File: src/rtl/matmul_pkg.sv
// Shared constants and types for the matmul accelerator's APB register map.
// Register offsets occupy paddr[4:0]; scratchpad element indices sit above them.
package matmul_pkg;

  localparam int BUS_WIDTH  = 32;
  localparam int ADDR_WIDTH = 16;
  localparam int MAX_DIM    = 4;

  localparam logic [4:0] CONTROL   = 5'b00000;
  localparam logic [4:0] OPERAND_A = 5'b00100;
  localparam logic [4:0] OPERAND_B = 5'b01000;
  localparam logic [4:0] FLAGS     = 5'b01100;
  localparam logic [4:0] SP        = 5'b10000;

  typedef enum logic [1:0] {IDLE, SETUP, ACCESS, DONE} apb_state_e;

endpackage

File: src/rtl/apb_read_master.sv
// One-transfer APB read engine with wait-state timeout; a req seen together with
// ack chains the next transfer straight into SETUP with no idle cycle.
module apb_read_master #(
  parameter int BUS_WIDTH  = matmul_pkg::BUS_WIDTH,
  parameter int ADDR_WIDTH = matmul_pkg::ADDR_WIDTH,
  parameter int TIMEOUT    = 255
) (
  input  logic                   clk_i,
  input  logic                   rst_i,
  input  logic                   req_i,
  input  logic [ADDR_WIDTH-1:0]  addr_i,
  output logic                   ack_o,
  output logic                   timeout_o,
  output logic                   err_o,
  output logic [BUS_WIDTH-1:0]   rdata_o,
  output matmul_pkg::apb_state_e state_o,
  output logic                   psel_o,
  output logic                   penable_o,
  output logic [ADDR_WIDTH-1:0]  paddr_o,
  input  logic [BUS_WIDTH-1:0]   prdata_i,
  input  logic                   pready_i,
  input  logic                   pslverr_i
);
  import matmul_pkg::*;

  localparam int CW = (TIMEOUT > 1) ? $clog2(TIMEOUT + 1) : 1;

  apb_state_e    state;
  logic [CW-1:0] wait_cnt;
  logic          wait_expired;

  // Handshake: req_i/addr_i are only taken in IDLE or on the ack cycle; ack_o is
  // high for exactly one cycle per completed transfer and rdata_o/err_o are valid with it.
  assign wait_expired = (wait_cnt == CW'(TIMEOUT - 1));
  assign ack_o        = (state == ACCESS) && pready_i;
  assign timeout_o    = (state == ACCESS) && !pready_i && wait_expired;
  assign err_o        = ack_o && pslverr_i;
  assign rdata_o      = prdata_i;
  assign state_o      = state;

  always_ff @(posedge clk_i) begin
    if (rst_i) begin
      state     <= IDLE;
      psel_o    <= 1'b0;
      penable_o <= 1'b0;
      paddr_o   <= '0;
      wait_cnt  <= '0;
    end else begin
      case (state)
        IDLE: begin
          if (req_i) begin
            state     <= SETUP;
            psel_o    <= 1'b1;
            penable_o <= 1'b0;
            paddr_o   <= addr_i;
          end
        end
        SETUP: begin
          state     <= ACCESS;
          penable_o <= 1'b1;
          wait_cnt  <= '0;
        end
        ACCESS: begin
          if (pready_i) begin
            if (req_i) begin
              state     <= SETUP;
              penable_o <= 1'b0;
              paddr_o   <= addr_i;
            end else begin
              state     <= DONE;
              psel_o    <= 1'b0;
              penable_o <= 1'b0;
            end
          end else if (wait_expired) begin
            state     <= DONE;
            psel_o    <= 1'b0;
            penable_o <= 1'b0;
          end else begin
            wait_cnt <= wait_cnt + CW'(1);
          end
        end
        DONE:    state <= IDLE;
        default: state <= IDLE;
      endcase
    end
  end

endmodule

File: src/rtl/matmul_sp_reader.sv
// Drains FLAGS and a row-major C matrix from one scratchpad over APB into flat
// result vectors; state_o exposes the APB engine FSM for debug.
module matmul_sp_reader #(
  parameter int BUS_WIDTH   = matmul_pkg::BUS_WIDTH,
  parameter int ADDR_WIDTH  = matmul_pkg::ADDR_WIDTH,
  parameter int MAX_DIM     = matmul_pkg::MAX_DIM,
  parameter int SP_NTARGETS = 4,
  parameter int TIMEOUT     = 255
) (
  input  logic                                    clk_i,
  input  logic                                    rst_i,
  input  logic                                    start_i,
  input  logic [$clog2(MAX_DIM+1)-1:0]            rows_i,
  input  logic [$clog2(MAX_DIM+1)-1:0]            cols_i,
  input  logic [$clog2(SP_NTARGETS)-1:0]          sp_sel_i,
  output logic                                    psel_o,
  output logic                                    penable_o,
  output logic                                    pwrite_o,
  output logic [ADDR_WIDTH-1:0]                   paddr_o,
  input  logic [BUS_WIDTH-1:0]                    prdata_i,
  input  logic                                    pready_i,
  input  logic                                    pslverr_i,
  output logic                                    busy_o,
  output logic                                    done_o,
  output logic                                    err_o,
  output logic [BUS_WIDTH-1:0]                    flags_o,
  output logic [BUS_WIDTH*MAX_DIM*MAX_DIM-1:0]    data_sp_o,
  output matmul_pkg::apb_state_e                  state_o
);
  import matmul_pkg::*;

  localparam int DW    = $clog2(MAX_DIM + 1);
  localparam int SW    = $clog2(SP_NTARGETS);
  localparam int SLOTW = $clog2(BUS_WIDTH * MAX_DIM * MAX_DIM);

  logic [DW-1:0]         rows_q, cols_q, i_q, j_q, ni, nj;
  logic [SW-1:0]         sel_q;
  logic                  on_flags, accept, more, req, ack, timeout, slverr;
  logic [ADDR_WIDTH-1:0] next_addr;
  logic [ADDR_WIDTH-6:0] elem_idx;
  logic [BUS_WIDTH-1:0]  rdata;
  logic [SLOTW-1:0]      slot_base;

  function automatic logic [DW-1:0] sat_dim(input logic [DW-1:0] d);
    return (32'(d) > 32'(MAX_DIM)) ? DW'(MAX_DIM) : d;
  endfunction

  assign pwrite_o  = 1'b0;
  assign accept    = start_i && !busy_o;
  assign elem_idx  = (ADDR_WIDTH-5)'(32'(sel_q) * 32'(MAX_DIM * MAX_DIM)
                                     + 32'(ni) * 32'(MAX_DIM) + 32'(nj));
  assign slot_base = SLOTW'((32'(i_q) * 32'(MAX_DIM) + 32'(j_q)) * 32'(BUS_WIDTH));

  // Next element in row-major order; the FLAGS read is followed by (0,0) only if C is non-empty.
  always_comb begin
    more      = 1'b0;
    ni        = '0;
    nj        = '0;
    req       = 1'b0;
    next_addr = '0;
    if (on_flags) begin
      more = (rows_q != '0) && (cols_q != '0);
    end else if (j_q + DW'(1) < cols_q) begin
      more = 1'b1;
      ni   = i_q;
      nj   = j_q + DW'(1);
    end else if (i_q + DW'(1) < rows_q) begin
      more = 1'b1;
      ni   = i_q + DW'(1);
    end
    if (accept) begin
      req       = 1'b1;
      next_addr = {(ADDR_WIDTH-5)'(0), FLAGS};
    end else if (ack && more) begin
      req       = 1'b1;
      next_addr = {elem_idx, SP};
    end
  end

  apb_read_master #(
    .BUS_WIDTH (BUS_WIDTH),
    .ADDR_WIDTH(ADDR_WIDTH),
    .TIMEOUT   (TIMEOUT)
  ) u_apb (
    .clk_i    (clk_i),
    .rst_i    (rst_i),
    .req_i    (req),
    .addr_i   (next_addr),
    .ack_o    (ack),
    .timeout_o(timeout),
    .err_o    (slverr),
    .rdata_o  (rdata),
    .state_o  (state_o),
    .psel_o   (psel_o),
    .penable_o(penable_o),
    .paddr_o  (paddr_o),
    .prdata_i (prdata_i),
    .pready_i (pready_i),
    .pslverr_i(pslverr_i)
  );

  always_ff @(posedge clk_i) begin
    if (rst_i) begin
      busy_o    <= 1'b0;
      done_o    <= 1'b0;
      err_o     <= 1'b0;
      flags_o   <= '0;
      data_sp_o <= '0;
      rows_q    <= '0;
      cols_q    <= '0;
      sel_q     <= '0;
      i_q       <= '0;
      j_q       <= '0;
      on_flags  <= 1'b0;
    end else begin
      done_o <= 1'b0;
      if (accept) begin
        busy_o    <= 1'b1;
        err_o     <= 1'b0;
        flags_o   <= '0;
        data_sp_o <= '0;
        rows_q    <= sat_dim(rows_i);
        cols_q    <= sat_dim(cols_i);
        sel_q     <= sp_sel_i;
        i_q       <= '0;
        j_q       <= '0;
        on_flags  <= 1'b1;
      end else begin
        if (ack) begin
          if (on_flags) flags_o <= rdata;
          else          data_sp_o[slot_base +: BUS_WIDTH] <= rdata;
          if (slverr) err_o <= 1'b1;
          if (more) begin
            on_flags <= 1'b0;
            i_q      <= ni;
            j_q      <= nj;
          end else begin
            done_o <= 1'b1;
          end
        end
        // A timed-out transfer stores nothing and ends the whole sequence.
        if (timeout) begin
          err_o  <= 1'b1;
          done_o <= 1'b1;
        end
        if (done_o) busy_o <= 1'b0;
      end
    end
  end

endmodule

File: config.mk
export PLATFORM = sky130hd
export DESIGN_NAME = matmul_sp_reader
export DESIGN_NICKNAME = d
export VERILOG_FILES = /design/src/rtl/matmul_pkg.sv /design/src/rtl/apb_read_master.sv /design/src/rtl/matmul_sp_reader.sv
export SDC_FILE = /design/constraint.sdc
export NUM_CORES = 1
export LEC_CHECK = 0
export BUFFER_PORTS_ARGS = -buffer_cell sky130_fd_sc_hd__buf_2
export CORE_ASPECT_RATIO = 1.2
export CORE_MARGIN = 3
export CORE_UTILIZATION = 38
export CTS_BUF_LIST = sky130_fd_sc_hd__clkbuf_4 sky130_fd_sc_hd__clkbuf_8 sky130_fd_sc_hd__clkbuf_16
export CTS_CLUSTER_SIZE = 16
export DETAILED_ROUTE_END_ITERATION = 6
export PLACE_DENSITY_LB_ADDON = 0.08
export SLEW_MARGIN = 15
export SYNTH_ARGS = -nofsm -noshare
export SYNTH_HDL_FRONTEND = slang
export SYNTH_SLANG_ARGS = --single-unit
File: constraint.sdc
create_clock -name clk_i -period 5.1 [get_ports clk_i]
set_clock_uncertainty 0.1 [all_clocks]
set_input_delay 0.765 -clock clk_i [delete_from_list [all_inputs] [get_ports clk_i]]
set_output_delay 0.765 -clock clk_i [all_outputs]
set_load 0.01 [all_outputs]
After elaboration in Yosys (flattened, before gate mapping)
Cells that the tools add are included.

Add/sub/neg operators: 7. $lt $le $gt $ge: 4. Equal/unequal tests: 10. Shift operators: 2. Multiplexer cells: 45. Bitwise gates (word level): 1. Reductions and logical operators: 31.

Operator list (number): $bwmux 512 (1); $shift 32x11->512 const A (1); $shiftx 32x11->512 (1); $mux 16 (2); $pmux 16 s2 (1); $mux 13 (2); $mux 1 (22); $mux 3 (7); $mux 8 (2); $pmux 8 s2 (1); $reduce_and 2->1 (7); $reduce_bool 2->1 (7); $neg 9->11 (1); $reduce_bool 3->1 (3); $add 7x3->8 (1); $add 8x1->8 const B (1); $eq 8x8->1 const B (1); $mux 2 (4); $ne 2x2->1 const B (4); $pmux 2 s4 (1); $add 6x5->7 (1); $logic_and 1x1->1 (7); $add 3x1->3 const B (2); $gt 3x3->1 const B (2); 14 further kinds (18).

Register bits: 590. Input bits: 45. Output and inout bits: 568.

Depth between registers and ports, before layout
Gate-level depths: netlist of the first run.

Depth in word-level cells: 12. Depth in mapped cells: 15. Depth with buffers taken out: 14.

By module
A second synthesis of the first run with hierarchy kept.

Cells, all modules: 2626. Area total of the unflattened synthesis: 22148.7 sq um.

Modules (own cells, without submodules): matmul_sp_reader (instances 1, cells each 2440, area an instance 20636.0 sq um, seq. area each 11250.8 sq um); apb_read_master (instances 1, cells each 186, area an instance 1512.7 sq um, seq. area each 560.5 sq um).

Worst setup path before layout of the first run
No wires, ideal clock.

Path kind: reg-to-reg. Start point: reg j_q[0]. End point: reg u_apb.paddr_o[10]. Arrival time: 3.281 ns. Setup slack: 1.602 ns. Stages on the path, launching flop included: 15. Period minus slack after synthesis: 3.498 ns. Cell sequence: dfxtp_1 > inv_1 > ha_1 > ha_1 > nand2_1 > o21ai_1 > o21ai_0 > a21oi_1 > nor2_1 > ha_1 > nand2_1 > nor2_1 > nor4bb_1 > or4_1 > a32o_1.

Longest elaborated chain between the ends: 11. Elaborated cells on any way between the ends: 18. Those cells by class: add/sub (3); order compare (1); mux (13); reduce/logical (1).

RTL lines: from (decl) (RTL line matmul_sp_reader.sv:36) `logic [DW-1:0] rows_q, cols_q, i_q, j_q, ni, nj;`; from (signal assigned) (RTL line matmul_sp_reader.sv:136) `j_q <= nj;`; $add 3x1->3 * (RTL line matmul_sp_reader.sv:63) `end else if (j_q + DW'(1) < cols_q) begin`; $lt 3x3->1 * (RTL line matmul_sp_reader.sv:63); $mux 3 * (RTL line matmul_sp_reader.sv:63); $mux 3 * (RTL line matmul_sp_reader.sv:61) `if (on_flags) begin`; named net ni[2] (RTL line matmul_sp_reader.sv:36); $add 6x5->7 * (RTL line matmul_sp_reader.sv:51) `+ 32'(ni) * 32'(MAX_DIM) + 32'(nj));`; $add 7x3->8 * (RTL line matmul_sp_reader.sv:51); $mux 13 * (RTL line matmul_sp_reader.sv:74) `end else if (ack && more) begin`; $mux 13 * (RTL line matmul_sp_reader.sv:71) `if (accept) begin`; $mux 16 * (RTL line apb_read_master.sv:51, apb_read_master.sv:65); $mux 16 (RTL line apb_read_master.sv:64) `if (pready_i) begin`; $pmux 16 s2 * (RTL line apb_read_master.sv:49) `case (state)`; to (signal assigned) (RTL line apb_read_master.sv:55) `paddr_o <= addr_i;`; to (signal assigned) (RTL line apb_read_master.sv:68) `paddr_o <= addr_i;`; to (decl) (RTL line apb_read_master.sv:19) `output logic [ADDR_WIDTH-1:0] paddr_o,`.

The timed path passes the listed nets; every way through them passes the cells marked *. The select of a mux whose other input is x is not followed. A chain may end at the register's enable or synchronous reset.

Worst setup path after layout of the first run
Same ends and word-level chain as after synthesis.

==> results of run 1 <==
==> power by group <==
part | total [mW] | switching, mW | internal (mW) | leakage (nW)
Sequential | 4.59 | 0.0178 | 4.57 | 4.70
Combinational | 0.423 | 0.355 | 0.0685 | 4.94
Clock | 4.67 | 1.91 | 2.76 | 1.06
==> cell families after synthesis <==
logic type / count (synthesis) / share of synthesized area, %
and+or+nand+nor: 991 / 22.07
other: 1 / 0.01634
adders and majority gates: 15 / 0.8176
muxes: 1 / 0.04361
AOI/OAI and AO/OA: 841 / 18.84
DFF: 583 / 50.84
xor gates and xnor gates: 13 / 0.5287
buffers and inverters: 378 / 6.840
==> stage by stage <==
| stage | cell area [µm²] | worst slack (ns) |
|---|---|---|
| floorplan | 22980 | 1.602 |
| global placement | 25980 | 1.057 |
| detailed placement | 25980 | 0.9966 |
| CTS | 28090 | 0.9563 |
| global route | 28100 | 0.6783 |
| finish | 28100 | 0.8747 |
==> cell usage in the layout (no fill, tap or decap), drive strengths merged, types with 2 or more instances in the layout <==
cell | Yosys | layout
inv | 11 | 11
a311oi | 2 | 2
nor3b | 3 | 3
nor2 | 29 | 29
and2 | 8 | 8
nand2b | 72 | 72
a22o | 3 | 3
a211oi | 4 | 4
clkbuf | 258 | 90
or4 | 2 | 2
a32o | 3 | 3
o21ai | 264 | 264
buf | 109 | 645
nand4 | 271 | 271
dfxtp | 583 | 583
xnor2 | 7 | 7
ha | 15 | 15
clkinvlp | 0 | 4
nor4bb | 2 | 2
nand3b | 5 | 5
o211ai | 3 | 3
nand3 | 223 | 223
nor3 | 6 | 6
conb | 1 | 7
xor2 | 6 | 6
and4 | 5 | 5
clkinv | 0 | 13
nand2 | 347 | 347
a31oi | 2 | 2
o31ai | 2 | 2
a21oi | 544 | 544
nor4 | 4 | 4
o21a | 4 | 4
or2 | 2 | 2
and3 | 3 | 3
bufinv | 0 | 5
or4b | 2 | 2
==> final cells by class <==
cell class,instances,area [µm²]
flip-flops and latches,583,11670
well taps,800,1001
fillers,6066,31610
repair buffers,645,3428
multi-input cells,1868,9847
clock inverters,22,256.5
diodes,1,2.502
clock buffers,90,1856
inverters,11,41.29
==> critical path, stage by stage (launching register included) <==
cell                       delay, ns
sky130_fd_sc_hd__dfxtp_1        0.58
sky130_fd_sc_hd__inv_1          0.21
sky130_fd_sc_hd__ha_1           0.46
sky130_fd_sc_hd__ha_1           0.32
sky130_fd_sc_hd__nand2_1        0.06
sky130_fd_sc_hd__o21ai_1        0.44
sky130_fd_sc_hd__o21ai_0        0.19
sky130_fd_sc_hd__a21oi_1        0.24
sky130_fd_sc_hd__nor2_1         0.07
sky130_fd_sc_hd__ha_1           0.35
sky130_fd_sc_hd__nand2_1        0.10
sky130_fd_sc_hd__nor2_1         0.04
sky130_fd_sc_hd__nor4bb_1       0.17
sky130_fd_sc_hd__or4_1          0.51
sky130_fd_sc_hd__a32o_1         0.25
==> sequential cells by signal, summed over array words and instances, names as in the netlist, 2 cells and up <==
name	cells
j_q	3
u_apb.wait_cnt	8
sel_q	2
data_sp_o	512
flags_o	32
cols_q	3
i_q	3
u_apb.paddr_o	9
rows_q	3
u_apb.state_o	2
==> synth_stat cells, types with 7 or more instances <==
cell | instances | area [µm²]
sky130_fd_sc_hd__dfxtp_1 | 583 | 11670
sky130_fd_sc_hd__nand2_1 | 347 | 1303
sky130_fd_sc_hd__nand4_1 | 271 | 1695
sky130_fd_sc_hd__buf_1 | 28 | 105.1
sky130_fd_sc_hd__a21oi_1 | 543 | 2718
sky130_fd_sc_hd__o21ai_0 | 262 | 1311
sky130_fd_sc_hd__xnor2_1 | 7 | 61.31
sky130_fd_sc_hd__nand3_1 | 223 | 1116
sky130_fd_sc_hd__ha_1 | 15 | 187.7
sky130_fd_sc_hd__nor2_1 | 28 | 105.1
sky130_fd_sc_hd__clkbuf_1 | 255 | 957.2
sky130_fd_sc_hd__inv_1 | 11 | 41.29
sky130_fd_sc_hd__nand2b_1 | 72 | 450.4
sky130_fd_sc_hd__buf_4 | 16 | 120.1
sky130_fd_sc_hd__and2_1 | 8 | 50.05
sky130_fd_sc_hd__buf_2 | 64 | 320.3
==> worst paths after layout <==
check / from / cells past startpoint / to
worst max-delay path: j_q[0] / 14 / u_apb.paddr_o[10]
worst min-delay path: pslverr_i / 3 / err_o
worst max register to register: j_q[0] / 14 / u_apb.paddr_o[10]
worst min register to register: data_sp_o[318] / 2 / data_sp_o[318]
==> layer usage <==
| metal | up-vias | global-route usage, % | routed length [µm] |
|---|---|---|---|
| li1 | 10610 | - | - |
| met1 | 11280 | 37.94 | 40120 |
| met2 | 1058 | 49.83 | 48490 |
| met3 | 178 | 8.619 | 9680 |
| met4 | 0 | 10.55 | 3534 |
| met5 | - | 0 | 0 |
==> results.sh, run 1 <==
export IMPL_port_buffers=605
export IMPL_path_class="flop to flop"
export IMPL_synth_distinct_cells=64
export IMPL_leakage_power_nw=10.69
export IMPL_synthesis_area_per_instance_um2=8.132
export IMPL_tritoncts="yes"
export IMPL_finalSetupTns_ns=0
export IMPL_post_route_cells_drive_above_1_share_pct=24.57
export IMPL_cts_hold_repair_buffers=0
export IMPL_rrSetupSlack_ns=0.87
export IMPL_remaining_drcs=0
export IMPL_dieHeight_um=275.2
export IMPL_groute_usage_overall_pct=30.23
export IMPL_timing_worst_slew_pin_value_ns=1.215
export IMPL_route_vias_total=23126
export IMPL_share_of_synthesized_area_occupied_by_flip_flops_and_latches_pct=50.84
export IMPL_floorplan_io_pins=613
export IMPL_final_nets=3229
export IMPL_area_growth_synth_to_final_pct=22.42
export IMPL_number_of_design_rule_violations_left_by_the_first_detailed_router_iteration=2506
export IMPL_final_max_slew_violation_count=0
export IMPL_cts_buffers_inserted=60
export IMPL_synth_top_flop_cell="sky130_fd_sc_hd__dfxtp_1"
export IMPL_die_w_um=230.4
export IMPL_global_route_wire_length_before_repair_um=146500
export IMPL_clock_latency_at_the_later_pin_of_the_worst_skew_pair_ns=0.62
export IMPL_totalPowerFinal_mw=9.679
export IMPL_drv_cap=0
export IMPL_setup_viol=0
export IMPL_clock_root_buffer="sky130_fd_sc_hd__clkbuf_16"
export IMPL_post_cts_setup_buffer_count=0
export IMPL_cts_clk_slew_worst_paths_ns=0.06
export IMPL_post_route_util_pct=47.06
export IMPL_synth_warning_count=0
export IMPL_via_per_inst=5.753
export IMPL_cts_resized_gates=0
export IMPL_post_place_cells=3907
export IMPL_postRouteAntennaNets=0
export IMPL_cts_sinks=583
export IMPL_core_um2=59710
export IMPL_number_of_antenna_violations_at_the_first_check_in_global_routing=1
export IMPL_hold_worst_slack_ns=0.3135
export IMPL_gr_total_overflow=0
export IMPL_synth_edf_count=0
export IMPL_floorplan_initialDensity_pct=38.44
export IMPL_min_cycle_time_layout_ns=4.225
export IMPL_placer_congestion=0.8694
export IMPL_first_global_vias=21378
export IMPL_synth_async_reset_ratio_pct=0
export IMPL_cts_htree_levels=2
export IMPL_cts_buffer_depth=3
export IMPL_irDropWorstVdd_v=0.0002766
export IMPL_synthesis_area_um2=22960
export IMPL_detail_route_first_pass_iterations=5
export IMPL_post_dp_hpwl_um=63970
export IMPL_floorplan_die_area_um2=63410
export IMPL_period_share_pct=82.85
export IMPL_fmaxAchievable_mhz=236.7
export IMPL_run_status="finished, final reports clean"
export IMPL_cp_start_kind="flop"
export IMPL_slew_limit_headroom_pct=19.02
export IMPL_crit_fanout=10
export IMPL_rsz0062_at_grt="no"
export IMPL_power_density_over_the_cells_nw_per_um2=344.4
export IMPL_finalWirelength_um=101800
export IMPL_placement_rows=98
export IMPL_post_drt_wl_per_cell_um=25.33
export IMPL_worst_endpoint_arrival_ns=4.63
export IMPL_crit_path_end_kind="flop"
export IMPL_holdCritPathClass="primary input to flop"
export IMPL_final_hold_violation_count=0
export IMPL_required_ns=5.50
export IMPL_grt_max_degree=132
export IMPL_postSynthRegisterBits=583
export IMPL_number_of_standard_cells_after_synthesis=2823
export IMPL_layoutNonFillerInstCount=4020
No activity file was read; power rests on OpenSTA's default activity.
==> inputs of run 2 (changes only) <==
--- a/config.mk
+++ b/config.mk
@@ -5,6 +5,7 @@
 export SDC_FILE = /design/constraint.sdc
 export NUM_CORES = 1
 export LEC_CHECK = 0
+export ABC_AREA = 1
 export BUFFER_PORTS_ARGS = -buffer_cell sky130_fd_sc_hd__buf_2
 export CORE_ASPECT_RATIO = 1.2
 export CORE_MARGIN = 3
==> constraint.sdc (replaced) <==
create_clock -name clk_i -period 4.2 [get_ports clk_i]
set_clock_uncertainty 0.1 [all_clocks]
set_input_delay 0.63 -clock clk_i [delete_from_list [all_inputs] [get_ports clk_i]]
set_output_delay 0.63 -clock clk_i [all_outputs]
set_load 0.01 [all_outputs]
==> run 2 against run 1 <==
  * Area after synthesis shrank 4.8%
  * Wire length down 11%
  * Worst setup slack better by 0.076 ns
  * Sequential share of layout area rose by 1.3 points
  * Maximum frequency increased by 30%
  * Largest cell class unchanged
==> results.sh, run 2 <==
export IMPL_finalWirelength_um=90750
export IMPL_number_of_standard_cells_after_synthesis=2764
export IMPL_floorplan_initialDensity_pct=38.73
export IMPL_synth_edf_count=0
export IMPL_cts_htree_levels=2
export IMPL_number_of_antenna_violations_at_the_first_check_in_global_routing=0
export IMPL_cp_start_kind="flop"
export IMPL_post_route_cells_drive_above_1_share_pct=24.15
export IMPL_remaining_drcs=0
export IMPL_detail_route_first_pass_iterations=6
export IMPL_multi_input_area_um2=8493
export IMPL_core_um2=56460
export IMPL_route_vias_total=21165
export IMPL_crit_fanout=69
export IMPL_slew_limit_headroom_pct=22.28
export IMPL_synth_warning_count=0
export IMPL_global_route_wire_length_before_repair_um=131100
export IMPL_synth_largest_area_cell="sky130_fd_sc_hd__dfxtp_1"
export IMPL_max_flop_register="data_sp_o"
export IMPL_hold_worst_slack_ns=0.1712
export IMPL_cts_sinks=583
export IMPL_gr_total_overflow=0
export IMPL_cts_clk_slew_worst_paths_ns=0.06
export IMPL_via_per_inst=5.261
export IMPL_yosys_area_top_type_share_pct=53.38
export IMPL_min_delay_start="sp_sel_i[0]"
export IMPL_ff_latch_area_um2=11670
export IMPL_floorplan_io_pins=613
export IMPL_post_dp_hpwl_um=65470
export IMPL_synth_top_cells_by_count="583 x sky130_fd_sc_hd__dfxtp_1, 429 x sky130_fd_sc_hd__nor2_1, 420 x sky130_fd_sc_hd__o21ai_0"
export IMPL_synthesis_area_um2=21860
export IMPL_largestRegisters="data_sp_o: 512 flops, flags_o: 32 flops, u_apb.paddr_o: 9 flops"
export IMPL_first_global_vias=20300
export IMPL_placement_rows=95
export IMPL_cell_types_with_the_largest_area_share_after_synthesis="sky130_fd_sc_hd__dfxtp_1 53%, sky130_fd_sc_hd__o21ai_0 9.6%, sky130_fd_sc_hd__a21oi_1 9.1%"
export IMPL_dieHeight_um=268.8
export IMPL_final_max_slew_violation_count=0
export IMPL_number_of_design_rule_violations_left_by_the_first_detailed_router_iteration=1723
export IMPL_power_density_over_the_cells_nw_per_um2=432.9
export IMPL_synth_top_flop_cell="sky130_fd_sc_hd__dfxtp_1"
export IMPL_synth_async_reset_ratio_pct=0
export IMPL_rsz0062_at_grt="no"
export IMPL_period_share_pct=77.37
export IMPL_final_hold_violation_count=0
export IMPL_num_fill_cells=5620
export IMPL_crit_path_end_kind="flop"
export IMPL_floorplan_die_area_um2=60460
export IMPL_die_w_um=225.0
export IMPL_cts_resized_gates=0
export IMPL_antenna_cells_inserted=0
export IMPL_most_frequent_standard_cell_in_the_layout_excluding_fill_and_tap_cells="sky130_fd_sc_hd__buf_2"
export IMPL_fmaxAchievable_mhz=307.7
export IMPL_post_cts_setup_buffer_count=0
export IMPL_final_nets=3311
export IMPL_postSynthRegisterBits=583
export IMPL_cts_hold_repair_buffers=0
export IMPL_finalSetupTns_ns=0
export IMPL_placer_congestion=0.8484
export IMPL_critical_path_startpoint="j_q[0]"
export IMPL_clock_latency_at_the_later_pin_of_the_worst_skew_pair_ns=0.61
export IMPL_required_ns=4.58
export IMPL_setup_viol=0
export IMPL_grt_max_degree=245
export IMPL_holdCritPathClass="primary input to flop"
export IMPL_synth_distinct_cells=36
export IMPL_postRouteAntennaNets=0
export IMPL_run_status="finished, final reports clean"
export IMPL_post_drt_wl_per_cell_um=22.56
export IMPL_area_growth_synth_to_final_pct=24.53
export IMPL_worstReg2RegStart="j_q[0]"
export IMPL_clock_root_buffer="sky130_fd_sc_hd__clkbuf_16"
export IMPL_irDropWorstVdd_v=0.0003285
export IMPL_largest_register_ff_count=512
export IMPL_cts_buffer_depth=3
export IMPL_synthesis_area_per_instance_um2=7.911
export IMPL_cts_buffers_inserted=59
export IMPL_leakage_power_nw=12.54
export IMPL_layout_cells_most_common_list="605 x sky130_fd_sc_hd__buf_2, 583 x sky130_fd_sc_hd__dfxtp_1, 427 x sky130_fd_sc_hd__nor2_1, 420 x sky130_fd_sc_hd__o21ai_0, 398 x sky130_fd_sc_hd__a21oi_1"
export IMPL_post_synth_top_count_cell="sky130_fd_sc_hd__dfxtp_1"
export IMPL_port_buffers=605
export IMPL_timing_worst_slew_pin_value_ns=1.163
export IMPL_tritoncts="yes"
export IMPL_drv_cap=0
export IMPL_groute_usage_overall_pct=28.49
export IMPL_worst_endpoint_arrival_ns=3.63
export IMPL_path_class="flop to flop"
export IMPL_share_of_synthesized_area_occupied_by_flip_flops_and_latches_pct=53.38
export IMPL_min_cycle_time_layout_ns=3.250
-- run 2: layout make-up --
class	count	share of cell area, %
flip-flops and latches	583	42.87
inverters	204	2.840
clock inverters	18	0.9604
well taps	727	3.341
multi-input cells	1765	31.19
repair buffers	638	12.17
clock buffers	88	6.631
-- run 2: path summary, 6_finish.rpt --
| path | endpoint | slack (ns) | depth (start not counted) |
|---|---|---|---|
| hold / removal | sel_q[0] | 0.17 | 3 |
| setup reg to reg | data_sp_o[329] | 0.95 | 8 |
| hold reg to reg | data_sp_o[308] | 0.34 | 2 |
| setup / recovery | data_sp_o[329] | 0.95 | 8 |
-- run 2: routing by layer --
metal	GRT usage [%]	vias to the layer above	share of wire, %
li1	-	10144	-
met1	34.65	10028	40
met2	47.99	812	47
met3	6.903	181	7.4
met4	12.91	0	4.9
met5	0	-	0
-- run 2: metrics by stage --
stage	util (%)	setup WS (ns)	instance area (µm²)	power, mW	std cells
final	48.22	0.9504	27230	11.79	4023
after global routing	48.22	0.7000	27230	12.14	4023
after CTS	48.22	0.9833	27230	11.87	4023
after detailed placement	44.56	0.9922	25160	6.317	3917
after global placement	44.56	1.060	25160	6.311	3917
after floorplan	-	1.098	21890	6.065	2770
-- run 2: power breakdown --
group          total [mW]  internal [mW]  switching (mW)
combinational       0.622          0.136           0.486
sequential           5.58           5.56          0.0205
clock                5.59           3.33            2.26
total                11.8           9.02            2.76
-- run 2: kinds of logic (layout without fill, tap and decap cells) --
family | after synthesis | in the layout | share of synthesized area (%)
AO/OA/AOI/OAI | 856 | 856 | 19.73
XOR/XNOR | 8 | 8 | 0.3891
adder cells (fa/ha/maj) | 15 | 15 | 0.8584
buffers and inverters | 422 | 948 | 8.074
flip-flops | 583 | 583 | 53.38
other | 1 | 7 | 0.01715
AND/OR/NAND/NOR | 879 | 879 | 17.55
-- run 2: worst max-delay path: stages, from the launching register on --
cell                      delay [ns]
sky130_fd_sc_hd__dfxtp_1        0.37
sky130_fd_sc_hd__inv_2          0.08
sky130_fd_sc_hd__buf_4          0.60
sky130_fd_sc_hd__ha_1           0.31
sky130_fd_sc_hd__nand2_4        0.10
sky130_fd_sc_hd__inv_2          0.47
sky130_fd_sc_hd__nand3_2        0.71
sky130_fd_sc_hd__nand2_1        0.24
sky130_fd_sc_hd__a21oi_1        0.10
